==> config.mk <==
export PLATFORM = sky130hd
export DESIGN_NAME = hbridge_pwm_array_flat
export DESIGN_NICKNAME = d
export VERILOG_FILES = /design/src/rtl/hbridge_pwm_array_if.sv /design/src/rtl/hbridge_pwm_array.sv /design/src/flat_wrapper.sv
export SDC_FILE = /design/constraint.sdc
export NUM_CORES = 1
export LEC_CHECK = 0
export CAP_MARGIN = 20
export CORE_MARGIN = 2
export CORE_UTILIZATION = 45
export DETAILED_ROUTE_END_ITERATION = 10
export PLACE_DENSITY = 0.59
export SKIP_LAST_GASP = 1
export SYNTH_ARGS = -nofsm -noshare
export SYNTH_HDL_FRONTEND = slang
export SYNTH_SLANG_ARGS = --single-unit
==> constraint.sdc <==
create_clock -name clk -period 3.69 [get_ports clk]
set_input_delay 0.5535 -clock clk [delete_from_list [all_inputs] [get_ports clk]]
set_output_delay 0.5535 -clock clk [all_outputs]
set_load 0.005 [all_outputs]
==> src/rtl/hbridge_pwm_array_if.sv <==
// Command channel for hbridge_pwm_array: valid/ready handshake carrying
// target channel, mode bits and duty value.
interface hbridge_pwm_array_if #(
  parameter int NUM_CH = 4,
  parameter int DUTY_W = 5
);
  localparam int CH_W = (NUM_CH > 1) ? $clog2(NUM_CH) : 1;

  logic              cmd_valid;
  logic              cmd_ready;
  logic [CH_W-1:0]   cmd_ch;
  logic              cmd_on;
  logic              cmd_dir;
  logic              cmd_brake;
  logic [DUTY_W-1:0] cmd_duty;

  modport master (
    output cmd_valid, cmd_ch, cmd_on, cmd_dir, cmd_brake, cmd_duty,
    input  cmd_ready
  );

  modport slave (
    input  cmd_valid, cmd_ch, cmd_on, cmd_dir, cmd_brake, cmd_duty,
    output cmd_ready
  );
endinterface

==> src/rtl/hbridge_pwm_array.sv <==
// hbridge_pwm_array: NUM_CH H-bridge gate drivers sharing one free-running
// PWM counter. Commands land in a per-channel shadow register and are
// activated together at the period boundary (counter all-ones). Any change
// between two driving modes passes through DEAD_TIME all-low cycles.
// Optional feature: define MOTOR_RAMP_EN to slew the active duty by one LSB
// per period toward the commanded duty.
//
// state    | meaning
// ST_IDLE  | bridge off, all gates low
// ST_DEAD  | mode change in progress, gates low for DEAD_TIME cycles
// ST_DRIVE | gates follow the PWM of the active mode and duty
module hbridge_pwm_array #(
  parameter int NUM_CH    = 4,
  parameter int DUTY_W    = 5,
  parameter int DEAD_TIME = 500
) (
  input  logic                clk,
  input  logic                rst_n,
  hbridge_pwm_array_if.slave  cmd,
  output logic [4*NUM_CH-1:0] out,
  output logic [NUM_CH-1:0]   busy
);
  localparam int          CH_W      = (NUM_CH > 1) ? $clog2(NUM_CH) : 1;
  localparam logic [15:0] DEAD_LAST = 16'(DEAD_TIME - 1);

  typedef enum logic [1:0] {ST_IDLE, ST_DEAD, ST_DRIVE} state_t;
  typedef enum logic [1:0] {M_OFF, M_BRAKE, M_FWD, M_REV} mode_t;

  logic [DUTY_W-1:0] cnt_q, cnt_d;
  logic [NUM_CH-1:0] pending_q, pending_d;
  mode_t             shd_mode_q [NUM_CH];
  mode_t             shd_mode_d [NUM_CH];
  logic [DUTY_W-1:0] shd_duty_q [NUM_CH];
  logic [DUTY_W-1:0] shd_duty_d [NUM_CH];
  mode_t             act_mode_q [NUM_CH];
  mode_t             act_mode_d [NUM_CH];
  logic [DUTY_W-1:0] duty_q     [NUM_CH];
  logic [DUTY_W-1:0] duty_d     [NUM_CH];
  state_t            state_q    [NUM_CH];
  state_t            state_d    [NUM_CH];
  logic [15:0]       dead_q     [NUM_CH];
  logic [15:0]       dead_d     [NUM_CH];
  logic [4*NUM_CH-1:0] out_q, out_d;
`ifdef MOTOR_RAMP_EN
  logic [DUTY_W-1:0] ramp_q     [NUM_CH];
  logic [DUTY_W-1:0] ramp_d     [NUM_CH];
`endif

  logic  boundary;
  logic  cmd_fire;
  logic  cmd_ready_c;
  mode_t cmd_mode;

  function automatic logic [3:0] pattern(input mode_t m);
    case (m)
      M_BRAKE: return 4'b0011;
      M_FWD:   return 4'b1001;
      M_REV:   return 4'b0110;
      default: return 4'b0000;
    endcase
  endfunction

  // Decode the command mode bits; brake overrides direction.
  always_comb begin
    cmd_mode = M_OFF;
    if (cmd.cmd_on) begin
      if (cmd.cmd_brake)    cmd_mode = M_BRAKE;
      else if (cmd.cmd_dir) cmd_mode = M_FWD;
      else                  cmd_mode = M_REV;
    end
  end

  // Ready unless the addressed channel already holds a pending command;
  // out-of-range channels never match and are always accepted (and dropped).
  always_comb begin
    cmd_ready_c = 1'b1;
    for (int k = 0; k < NUM_CH; k++) begin
      if (cmd.cmd_ch == CH_W'(k)) cmd_ready_c = !pending_q[k];
    end
  end

  assign cmd.cmd_ready = cmd_ready_c;
  assign cmd_fire      = cmd.cmd_valid && cmd_ready_c;
  assign boundary      = &cnt_q;
  assign out           = out_q;

  // Next-state for counter, shadow/active registers, channel FSMs and outputs.
  always_comb begin
    cnt_d     = cnt_q + DUTY_W'(1);
    pending_d = pending_q;
    out_d     = '0;
    busy      = '0;
    for (int k = 0; k < NUM_CH; k++) begin
      shd_mode_d[k] = shd_mode_q[k];
      shd_duty_d[k] = shd_duty_q[k];
      act_mode_d[k] = act_mode_q[k];
      duty_d[k]     = duty_q[k];
      state_d[k]    = state_q[k];
      dead_d[k]     = dead_q[k];

      if (state_q[k] == ST_DEAD) begin
        if (dead_q[k] == DEAD_LAST) state_d[k] = ST_DRIVE;
        else                        dead_d[k]  = dead_q[k] + 16'd1;
      end

      // Activation overrides dead-time progress; same mode keeps the state.
      if (boundary && pending_q[k]) begin
        pending_d[k]  = 1'b0;
        act_mode_d[k] = shd_mode_q[k];
        duty_d[k]     = shd_duty_q[k];
        if (shd_mode_q[k] == M_OFF) begin
          state_d[k] = ST_IDLE;
        end else if (shd_mode_q[k] != act_mode_q[k]) begin
          state_d[k] = ST_DEAD;
          dead_d[k]  = '0;
        end
      end

      // Pending is clear whenever a transfer is possible, so no clash with
      // the boundary clear above.
      if (cmd_fire && (cmd.cmd_ch == CH_W'(k))) begin
        pending_d[k]  = 1'b1;
        shd_mode_d[k] = cmd_mode;
        shd_duty_d[k] = cmd.cmd_duty;
      end

`ifdef MOTOR_RAMP_EN
      ramp_d[k] = ramp_q[k];
      if (state_q[k] == ST_DEAD && state_d[k] == ST_DRIVE) begin
        ramp_d[k] = '0;
      end else if (boundary && state_q[k] == ST_DRIVE && state_d[k] == ST_DRIVE) begin
        if (ramp_q[k] < duty_d[k])      ramp_d[k] = ramp_q[k] + DUTY_W'(1);
        else if (ramp_q[k] > duty_d[k]) ramp_d[k] = ramp_q[k] - DUTY_W'(1);
      end
      out_d[4*k +: 4] = (state_q[k] == ST_DRIVE && cnt_q < ramp_q[k]) ?
                        pattern(act_mode_q[k]) : 4'b0000;
`else
      out_d[4*k +: 4] = (state_q[k] == ST_DRIVE && cnt_q < duty_q[k]) ?
                        pattern(act_mode_q[k]) : 4'b0000;
`endif

      busy[k] = pending_q[k] || (state_q[k] == ST_DEAD);
    end
  end

  // State registers; reset clears everything, including out, asynchronously.
  always_ff @(posedge clk or negedge rst_n) begin
    if (!rst_n) begin
      cnt_q     <= '0;
      pending_q <= '0;
      out_q     <= '0;
      for (int k = 0; k < NUM_CH; k++) begin
        shd_mode_q[k] <= M_OFF;
        shd_duty_q[k] <= '0;
        act_mode_q[k] <= M_OFF;
        duty_q[k]     <= '0;
        state_q[k]    <= ST_IDLE;
        dead_q[k]     <= '0;
`ifdef MOTOR_RAMP_EN
        ramp_q[k]     <= '0;
`endif
      end
    end else begin
      cnt_q     <= cnt_d;
      pending_q <= pending_d;
      out_q     <= out_d;
      for (int k = 0; k < NUM_CH; k++) begin
        shd_mode_q[k] <= shd_mode_d[k];
        shd_duty_q[k] <= shd_duty_d[k];
        act_mode_q[k] <= act_mode_d[k];
        duty_q[k]     <= duty_d[k];
        state_q[k]    <= state_d[k];
        dead_q[k]     <= dead_d[k];
`ifdef MOTOR_RAMP_EN
        ramp_q[k]     <= ramp_d[k];
`endif
      end
    end
  end
endmodule
==> src/flat_wrapper.sv <==
// flat-port wrapper written by rule: the top's interface ports become plain ports
module hbridge_pwm_array_flat 
#(
  parameter int NUM_CH    = 4,
  parameter int DUTY_W    = 5,
  parameter int DEAD_TIME = 500
)
  (clk, rst_n, out, busy, cmd_cmd_valid, cmd_cmd_ch, cmd_cmd_on, cmd_cmd_dir, cmd_cmd_brake, cmd_cmd_duty, cmd_cmd_ready);
  hbridge_pwm_array_if #(.NUM_CH(NUM_CH), .DUTY_W(DUTY_W)) cmd_i ();
  input  logic clk;
  input  logic rst_n;
  output logic [4*NUM_CH-1:0] out;
  output logic [NUM_CH-1:0] busy;
  input wire logic [$bits(cmd_i.cmd_valid)-1:0] cmd_cmd_valid;
  input wire logic [$bits(cmd_i.cmd_ch)-1:0] cmd_cmd_ch;
  input wire logic [$bits(cmd_i.cmd_on)-1:0] cmd_cmd_on;
  input wire logic [$bits(cmd_i.cmd_dir)-1:0] cmd_cmd_dir;
  input wire logic [$bits(cmd_i.cmd_brake)-1:0] cmd_cmd_brake;
  input wire logic [$bits(cmd_i.cmd_duty)-1:0] cmd_cmd_duty;
  output wire logic [$bits(cmd_i.cmd_ready)-1:0] cmd_cmd_ready;
  assign cmd_i.cmd_valid = cmd_cmd_valid;
  assign cmd_i.cmd_ch = cmd_cmd_ch;
  assign cmd_i.cmd_on = cmd_cmd_on;
  assign cmd_i.cmd_dir = cmd_cmd_dir;
  assign cmd_i.cmd_brake = cmd_cmd_brake;
  assign cmd_i.cmd_duty = cmd_cmd_duty;
  assign cmd_cmd_ready = cmd_i.cmd_ready;
  hbridge_pwm_array #(.NUM_CH(NUM_CH), .DUTY_W(DUTY_W), .DEAD_TIME(DEAD_TIME)) u_core (.clk(clk), .rst_n(rst_n), .cmd(cmd_i), .out(out), .busy(busy));
endmodule
==> results of run 1 <==
## layout make-up
type	instances	area share (%)
sequential	153	44.63
multi-input combinational	502	39.55
clock buffer	23	5.688
timing repair buffer	36	4.273
tap	220	3.208
inverter	48	2.100
clock inverter	9	0.5542
## flip-flops by register name, indices dropped and copies added (netlist names)
register and count:
u_core.cnt_q 5, u_core.dead_q 64, u_core.out 16, u_core.shd_mode_q 8, u_core.duty_q 20, u_core.act_mode_q 8, u_core.pending_q 4, u_core.state_q 8
u_core.shd_duty_q 20
## logic make-up after synthesis
kind of cell,synth area share (%)
DFF,51.39
xor gates and xnor gates,7.877
and+or+nand+nor,19.89
muxes,6.013
buffers and inverters,3.057
adders and majority gates,7.054
AOI/OAI and AO/OA,4.720
## worst reg2reg max path, cell delays in order, from the launching register on
cell and delay, ns:
dfrtp_1 0.44, ha_1 0.21, and3_1 0.15, ha_1 0.53, nand2_2 0.28, o21bai_1 0.28, nor2_2 0.53, nor2_1 0.14
## cell usage in the layout, fill, tap and decap left out, types with 5 or more instances in the layout
cell type,Yosys,layout
and4_1,7,7
nand2_1,70,70
and3_1,5,5
nor3_1,20,20
mux2_2,38,38
o21ai_0,28,28
ha_1,42,42
nand4_1,18,18
nand2b_1,7,7
a21oi_1,17,17
clkinv_2,0,8
nor2_1,99,99
inv_1,48,48
nor2b_1,5,5
clkdlybuf4s50_1,0,32
xor2_1,46,46
dfrtp_1,153,153
xnor2_1,21,21
nand3_1,22,22
clkbuf_16,0,17
## synth_stat cells (all sizes together), types with 5 or more instances
master and number:
o21ai 29, mux2 38, xor2 46, nand3 22
inv 48, nor2 103, nor4 5, nand2 74
ha 42, nor3 22, and4 8, buf 6
dfrtp 153, and3 5, xnor2 21, nand4 19
nor2b 5, nand2b 7, a21oi 17
## worst paths after layout
check	slack, ns	to	depth (start not counted)
min	0.23	u_core.dead_q[43]	1
max in group asynchronous	2.63	u_core.duty_q[1]	2
max reg2reg	0.98	u_core.dead_q[26]	7
max	0.98	u_core.dead_q[26]	7
min reg2reg	0.48	u_core.shd_duty_q[16]	2
min in group clk	0.48	u_core.shd_duty_q[16]	2
## per-layer routing
layer,track usage [%],vias up
met5,0,-
met4,5.675,0
met3,4.674,9
met2,29.62,76
met1,24.46,2525
li1,-,2496
## stage by stage
step	total power, mW	worst slack (ns)	instances	hold slack (ns)	area, um^2
detailed placement	2.121	0.9808	959	0.4654	8044
CTS	3.715	0.9827	991	0.2532	8579
floorplan	1.988	1.726	712	0.2579	7450
finish	3.663	0.9752	991	0.2290	8579
global placement	2.112	1.109	959	0.4630	8044
global route	3.835	0.7532	991	0.2935	8579
## power breakdown
part | switching, mW | leakage, nW | internal, mW | total, mW
combinational | 0.132 | 1.73 | 0.109 | 0.241
sequential | 0.0751 | 2.07 | 1.77 | 1.84
clock | 0.657 | 0.272 | 0.921 | 1.58
==> results.toml, run 1 <==
[detailed_routing]
viasPerCell = 5.152
wl_met3_um = 471
num_vias = 5106
ant_nets = 0
dr_wl_met2_um = 7102
drc_errors = 0
wl_met1_um = 7037
routedWlPerCell_um = 14.85
highest_layer = "met4"
wirelength_um = 14720
drtPass1Iterations = 4
initialDrtViolationCount = 272

[grt]
grt_pass1_wl_um = 25760
grt_pass1_vias = 5400
antenna_found_initial = 0
track_usage_pct = 18.35
grt_max_degree = 98
overflow = 0

[die]
rows = 47
die-area_mm2 = 0.01760
die_y_um = 132.7
ioPinCount = 34
die_x_um = 132.7
start_util_pct = 45.41
core_mm2 = 0.01641

[worst_setup_path]
critical_path.max_stage_delay_ns = 0.53
crit_path_cell_trace = "ha_1, and3_1, ha_1, nand2_2, o21bai_1, nor2_2, nor2_1"
required_ns = 3.96
cpLargestDelayFamily = "simple AND/OR/NAND/NOR gates"
critPathLaunchType = "flip-flop"
timing.rr.start = "u_core.cnt_q[1]"
slowest_stage = "ha_1"
worstSetupStartpoint = "u_core.cnt_q[1]"
worstPathArrival_ns = 2.99
path_buf_inv = 0
criticalPathCategory = "reg2reg"
cp_max_fo = 16
endpoint_kind = "flip-flop"
critPathMostFrequentCell = "ha_1"

[timing]
clock_skew_ns = 0.01036
finalSetupViolCount = 0
final.min_clock_period_ns = 2.715
slew_headroom_pct = 37.92
tightest_slew_ns = 0.9215
drv_slew = 0
finalCritPeriodShare_pct = 73.57
rsz0062_at_grt = "false"
max_freq_mhz = 368.4
hold_viol = 0
setup_tns_ns = 0

[finish]
multi_input_area_mm2 = 0.003393
n_fill_cell = 1463
drive_gt1_share_pct = 11.93
antennaDiodeCount = 0
seqCellArea_mm2 = 0.003829
final_util_pct = 52.29
areaGrowthSynthToFinish_pct = 15.17
nets = 813

[logic_synthesis]
ys_seq_area_share_pct = 51.39
ys_async_sr_fraction_pct = 100.0
syn_area_mm2 = 0.007450
ys_types = 50
synth.largest_area_cell = "dfrtp_1"
synth-edff-count = 0
synthCells = 712
yosysWarningCount = 0
syn_nets = 767
syn_avg_cell_area_um2 = 10.46
ys_top_cells_by_area = "dfrtp_1, ha_1, mux2_2"
ys_ff_latch = 153
synth_top_area_share_pct = 51.39
synthFlopType = "dfrtp_1"

[power_and_ir_drop]
power_leakage_nw = 4.072
powerDensity_mw_per_mm2 = 427.0
vdd.ir_drop.worst_v = 0.0003269

[cts]
insertion_delay_ns = 0.42
cts_hold_buf = 0
cts.repair.resized = 0
cts_buffers = 17
cts_root_buf = "clkbuf_16"
cts.htree.levels = 4
postCtsSetupRepairBufs = 0
clockBufferDepth = 2
clock_sinks = 153
clkSlewWorstSetupHoldPaths_ns = 0.06
cts_tree = "done"

[placement]
hpwlAfterDp_um = 10230
portBuffers = 33
gp_congestion = 0.7813

[min_path]
hp-class = "in2async"

[status]
outcome = "complete, no violations"

[run]
maxCapViolations = 0
Power figures use the tool's default switching activity.
==> run 2: changes to the inputs <==
--- a/config.mk
+++ b/config.mk
@@ -9,7 +9,7 @@
 export CORE_MARGIN = 2
 export CORE_UTILIZATION = 45
 export DETAILED_ROUTE_END_ITERATION = 10
-export PLACE_DENSITY = 0.59
+export PLACE_DENSITY = 0.62
 export SKIP_LAST_GASP = 1
 export SYNTH_ARGS = -nofsm -noshare
 export SYNTH_HDL_FRONTEND = slang
==> constraint.sdc (replaced) <==
create_clock -name clk -period 2.3 [get_ports clk]
set_input_delay 0.345 -clock clk [delete_from_list [all_inputs] [get_ports clk]]
set_output_delay 0.345 -clock clk [all_outputs]
set_load 0.005 [all_outputs]
==> results.toml, run 2 (synthesis gave the netlist of run 1 again) <==
[timing]
setup_tns_ns = 0
final.min_clock_period_ns = 2.130
rsz0062_at_grt = "false"
finalSetupViolCount = 0
finalCritPeriodShare_pct = 92.59
tightest_slew_ns = 0.5859
slew_headroom_pct = 60.53
hold_viol = 0
clock_skew_ns = 0.01509
max_freq_mhz = 469.6
drv_slew = 0

[finish]
reg_top3 = "u_core.dead_q (64), u_core.duty_q (20), u_core.shd_duty_q (20)"
regMostFlops = "u_core.dead_q"
n_fill_cell = 1424
areaGrowthSynthToFinish_pct = 17.92
final_util_pct = 53.54
nets = 827
largest_reg_flops = 64
antennaDiodeCount = 0
layout_commonest_cell = "dfrtp_1"
drive_gt1_share_pct = 13.39
most-common-layout-cells = "dfrtp_1, nor2_1, nand2_1, inv_1, xor2_1"

[cts]
clock_sinks = 153
clkSlewWorstSetupHoldPaths_ns = 0.05
clockBufferDepth = 2
cts_tree = "done"
postCtsSetupRepairBufs = 0
cts_buffers = 17
cts_root_buf = "clkbuf_16"
cts.htree.levels = 4
insertion_delay_ns = 0.42

[worst_setup_path]
endpoint_kind = "output port"
critPathLaunchType = "input pin"
worstPathArrival_ns = 1.78
cp_max_fo = 5
criticalPathCategory = "in2out"
required_ns = 1.96
critical_path.max_stage_delay_ns = 0.54
slowest_stage = "clkdlybuf4s50_1"
crit_path_cell_trace = "clkdlybuf4s50_1, nor2b_1, o21ai_0, o21ai_0, clkdlybuf4s50_1"

[die]
ioPinCount = 34
rows = 47
die_x_um = 132.7
die_y_um = 132.7
start_util_pct = 45.41
die-area_mm2 = 0.01760
core_mm2 = 0.01641

[run]
maxCapViolations = 0

[detailed_routing]
wirelength_um = 14220
initialDrtViolationCount = 207
viasPerCell = 5.054
drtPass1Iterations = 5
ant_nets = 0
num_vias = 5074
drc_errors = 0
routedWlPerCell_um = 14.16

[min_path]
hp-class = "in2async"

[power_and_ir_drop]
power.total_mw = 6.328
powerDensity_mw_per_mm2 = 720.4
power_leakage_nw = 4.167
vdd.ir_drop.worst_v = 0.0005007

[status]
outcome = "complete, no violations"

[grt]
grt_pass1_wl_um = 24780
grt_pass1_vias = 5118
antenna_found_initial = 0
overflow = 0
track_usage_pct = 17.49
grt_max_degree = 75

[placement]
portBuffers = 33
gp_congestion = 0.8501
hpwlAfterDp_um = 10100
==> run 2: cell count changes in the layout (fill, tap and decap cells not counted) <==
cell and change:
buf_4 +13, clkinv_2 -6, bufinv_16 +5, clkbuf_8 -4, clkinv_4 +2, clkinvlp_4 +2
dlygate4sd3_1 +1, inv_1 -1, inv_2 +1
==> run 2: layout make-up <==
cell class / instances / area, um^2 / area share [%]
sequential: 153 / 3829 / 43.58
multi-input combinational: 502 / 3393 / 38.63
timing repair buffer: 50 / 474.2 / 5.398
clock buffer: 19 / 432.9 / 4.928
tap: 220 / 275.3 / 3.133
clock inverter: 12 / 200.2 / 2.279
inverter: 48 / 180.2 / 2.051
==> run 2: worst max-delay path: cells and delay by family <==
family | cells | cell delay (ns)
and+or+nand+nor | 1 | 0.19
AOI/OAI and AO/OA | 2 | 0.18
buffers and inverters | 2 | 1.06
==> run 2: repair_timing <==
action	CTS	global route
hold buffers	1	0
endpoints found under the setup margin	0	1
resized for setup	0	1
hold endpoints to repair	46	0
==> run 2: path summary, 6_finish.rpt <==
check | cells past startpoint | from | slack (ns) | end
worst min register to register | 2 | u_core.shd_duty_q[9] | 0.47 | u_core.shd_duty_q[9]
worst min-delay path | 2 | rst_n | 0.43 | u_core.dead_q[47]
worst max-delay path | 5 | cmd_cmd_ch[1] | 0.17 | cmd_cmd_ready
worst max register to register | 9 | u_core.cnt_q[1] | 0.19 | u_core.dead_q[18]
min in group clk | 2 | u_core.shd_duty_q[9] | 0.47 | u_core.shd_duty_q[9]
max in group asynchronous | 3 | rst_n | 1.11 | u_core.dead_q[53]
==> run 2: report_power, final <==
part           switching, mW  internal (mW)  total (mW)
registers              0.115           2.84        2.95
clock network           1.06           1.92        2.98
logic                  0.215          0.182       0.397
total                   1.39           4.94        6.33
==> run 2: per-layer routing <==
metal,GRT usage [%],up-vias,share of wire [%]
met4,3.943,0,0.55
li1,-,2524,-
met3,4.330,4,2.6
met5,0,-,0
met1,23.18,2493,47
met2,29.19,53,50
==> run 2: metrics by stage <==
stage | cell area, um^2 | setup slack (ns) | hold slack, ns | cells
final | 8785 | 0.1703 | 0.4304 | 1004
after global routing | 8785 | 0.03305 | 0.4833 | 1004
after CTS | 8785 | 0.07534 | 0.4583 | 1004
after detailed placement | 8142 | 0.1670 | 0.3245 | 972
after global placement | 8142 | 0.2064 | 0.3157 | 972
after floorplan | 7450 | 0.3357 | 0.04941 | 712
==> run 3: changes to the inputs <==
--- a/config.mk
+++ b/config.mk
@@ -5,11 +5,13 @@
 export SDC_FILE = /design/constraint.sdc
 export NUM_CORES = 1
 export LEC_CHECK = 0
+export ABC_AREA = 1
 export CAP_MARGIN = 20
+export CORE_ASPECT_RATIO = 1.75
 export CORE_MARGIN = 2
 export CORE_UTILIZATION = 45
 export DETAILED_ROUTE_END_ITERATION = 10
-export PLACE_DENSITY = 0.62
+export PLACE_DENSITY = 0.61
 export SKIP_LAST_GASP = 1
 export SYNTH_ARGS = -nofsm -noshare
 export SYNTH_HDL_FRONTEND = slang
==> results.toml, run 3 <==
[timing]
finalCritPeriodShare_pct = 94.90
final.min_clock_period_ns = 2.183
setup_tns_ns = 0
slew_headroom_pct = 66.36
drv_slew = 0
finalSetupViolCount = 0
clock_skew_ns = 0.006832
rsz0062_at_grt = "false"
max_freq_mhz = 458.2
hold_viol = 0
tightest_slew_ns = 0.5041

[logic_synthesis]
yosysWarningCount = 0
synth.largest_area_cell = "dfrtp_1"
ys_top_cells_by_area = "dfrtp_1, nand2_1, inv_1"
synth.most_common_cell = "nand2_1"
ys_ff_latch = 153
syn_nets = 1048
syn_area_mm2 = 0.007986
synth_top_area_share_pct = 47.94
synthFlopType = "dfrtp_1"
ys_async_sr_fraction_pct = 100.0
ys_seq_area_share_pct = 47.94
ys_types = 34
synthCells = 993
synth-edff-count = 0
synthTopCellsByCount = "nand2_1, dfrtp_1, inv_1, nor2_1, o21ai_0"
syn_avg_cell_area_um2 = 8.043

[worst_setup_path]
path_buf_inv = 1
critPathLaunchType = "flip-flop"
cpLargestDelayFamily = "buffers and inverters"
cp_max_fo = 5
slowest_stage = "clkdlybuf4s50_1"
criticalPathCategory = "reg2out"
critical_path.max_stage_delay_ns = 0.55
required_ns = 1.96
worstPathArrival_ns = 1.84
endpoint_kind = "output port"
crit_path_cell_trace = "o21ai_1, nand3_2, o21ai_4, clkdlybuf4s50_1"

[finish]
antennaDiodeCount = 0
most-common-layout-cells = "nand2_1, inv_1, dfrtp_1, nor2_1, o21ai_0"
largest_reg_flops = 64
nets = 1102
reg_top3 = "u_core.dead_q (64), u_core.duty_q (20), u_core.shd_duty_q (20)"
seqCellArea_mm2 = 0.003829
layout_commonest_cell = "nand2_1"
regMostFlops = "u_core.dead_q"
n_fill_cell = 1736
areaGrowthSynthToFinish_pct = 14.35
final_util_pct = 52.32
drive_gt1_share_pct = 6.345
multi_input_area_mm2 = 0.003491

[run]
maxCapViolations = 0

[placement]
gp_congestion = 0.8656
hpwlAfterDp_um = 12650
portBuffers = 33

[grt]
grt_max_degree = 48
grt_pass1_wl_um = 29550
antenna_found_initial = 0
overflow = 0
track_usage_pct = 19.65
grt_pass1_vias = 6379

[detailed_routing]
ant_nets = 0
viasPerCell = 4.943
wirelength_um = 17200
routedWlPerCell_um = 13.36
drtPass1Iterations = 4
initialDrtViolationCount = 198
drc_errors = 0
num_vias = 6362

[min_path]
hp-class = "in2async"

[die]
start_util_pct = 45.75
die-area_mm2 = 0.01887
ioPinCount = 34
rows = 64
die_x_um = 104.7
core_mm2 = 0.01746
die_y_um = 180.2

[cts]
clockBufferDepth = 2
cts_tree = "done"
cts.htree.levels = 4
cts_buffers = 17
cts_root_buf = "clkbuf_16"
clock_sinks = 153
insertion_delay_ns = 0.43
postCtsSetupRepairBufs = 0
clkSlewWorstSetupHoldPaths_ns = 0.06

[status]
outcome = "complete, no violations"

[power_and_ir_drop]
power_leakage_nw = 4.484
powerDensity_mw_per_mm2 = 776.0
vdd.ir_drop.worst_v = 0.0005002
==> run 3: routing by layer <==
| metal | vias to the layer above | track usage, % | part of all wire [%] |
|---|---|---|---|
| met3 | 30 | 3.219 | 1.8 |
| li1 | 3279 | - | - |
| met5 | - | 0 | 0 |
| met1 | 2984 | 21.06 | 40 |
| met2 | 69 | 37.59 | 56 |
| met4 | 0 | 8.000 | 2.1 |
==> run 3: area by class of cell <==
| type | instances | share of cell area, % |
|---|---|---|
| clock buffer | 22 | 4.864 |
| sequential | 153 | 41.92 |
| clock inverter | 6 | 0.3288 |
| inverter | 154 | 6.330 |
| tap | 231 | 3.165 |
| timing repair buffer | 48 | 5.165 |
| multi-input combinational | 673 | 38.22 |
==> run 3: worst paths after layout <==
kind | start | end | slack (ns) | depth (start not counted)
worst max-delay path | u_core.pending_q[1] | cmd_cmd_ready | 0.12 | 4
worst min-delay path | rst_n | u_core.dead_q[59] | 0.42 | 2
worst max register to register | u_core.cnt_q[0] | u_core.dead_q[41] | 0.33 | 10
worst min register to register | u_core.shd_duty_q[10] | u_core.duty_q[10] | 0.48 | 2
max in group asynchronous | rst_n | u_core.dead_q[14] | 1.19 | 3
min in group clk | u_core.shd_duty_q[10] | u_core.duty_q[10] | 0.48 | 2
==> run 3: logic make-up (layout without fill, tap and decap cells) <==
family | count (synthesis) | after routing | share of synthesized area [%]
compound gates | 145 | 145 | 9.729
fa+ha+maj | 42 | 42 | 6.580
buf+inv | 167 | 230 | 8.381
flops | 153 | 153 | 47.94
simple gates | 470 | 470 | 25.62
xor+xnor | 16 | 16 | 1.755
==> run 3: repair_timing <==
action,CTS,global route
setup endpoints to repair,0,15
hold buffers,1,0
resized for setup,0,2
endpoints found under the hold margin,44,0
==> run 3: power breakdown <==
group          internal [mW]  leakage (nW)  switching, mW
clock network           1.34         0.239           1.03
registers               3.08          2.01          0.340
logic                  0.520          2.23          0.774
total                   4.94          4.48           2.14
==> run 3: per-stage QoR <==
| stage | area [um^2] | power (mW) | worst slack (ns) | hold slack, ns | instances |
|---|---|---|---|---|---|
| 6_report | 9133 | 7.087 | 0.1174 | 0.4193 | 1287 |
| 5_1_grt | 9133 | 7.553 | 0.03202 | 0.4589 | 1287 |
| 4_1_cts | 9130 | 7.178 | 0.02526 | 0.4380 | 1287 |
| 3_5_place_dp | 8646 | 4.770 | 0.1403 | 0.3193 | 1258 |
| 3_3_place_gp | 8646 | 4.744 | 0.1568 | 0.3124 | 1258 |
| 2_1_floorplan | 7986 | 4.348 | 0.5793 | 0.04941 | 993 |
==> run 3: worst reg2reg max path, cell delays in order (launching register included) <==
cell and delay (ns):
dfrtp_1 0.37, ha_1 0.20, nand2_1 0.06, nor2_1 0.10
ha_2 0.31, nand2_1 0.18, inv_1 0.11, nand3_1 0.08
buf_4 0.19, inv_1 0.18, nor3b_1 0.08
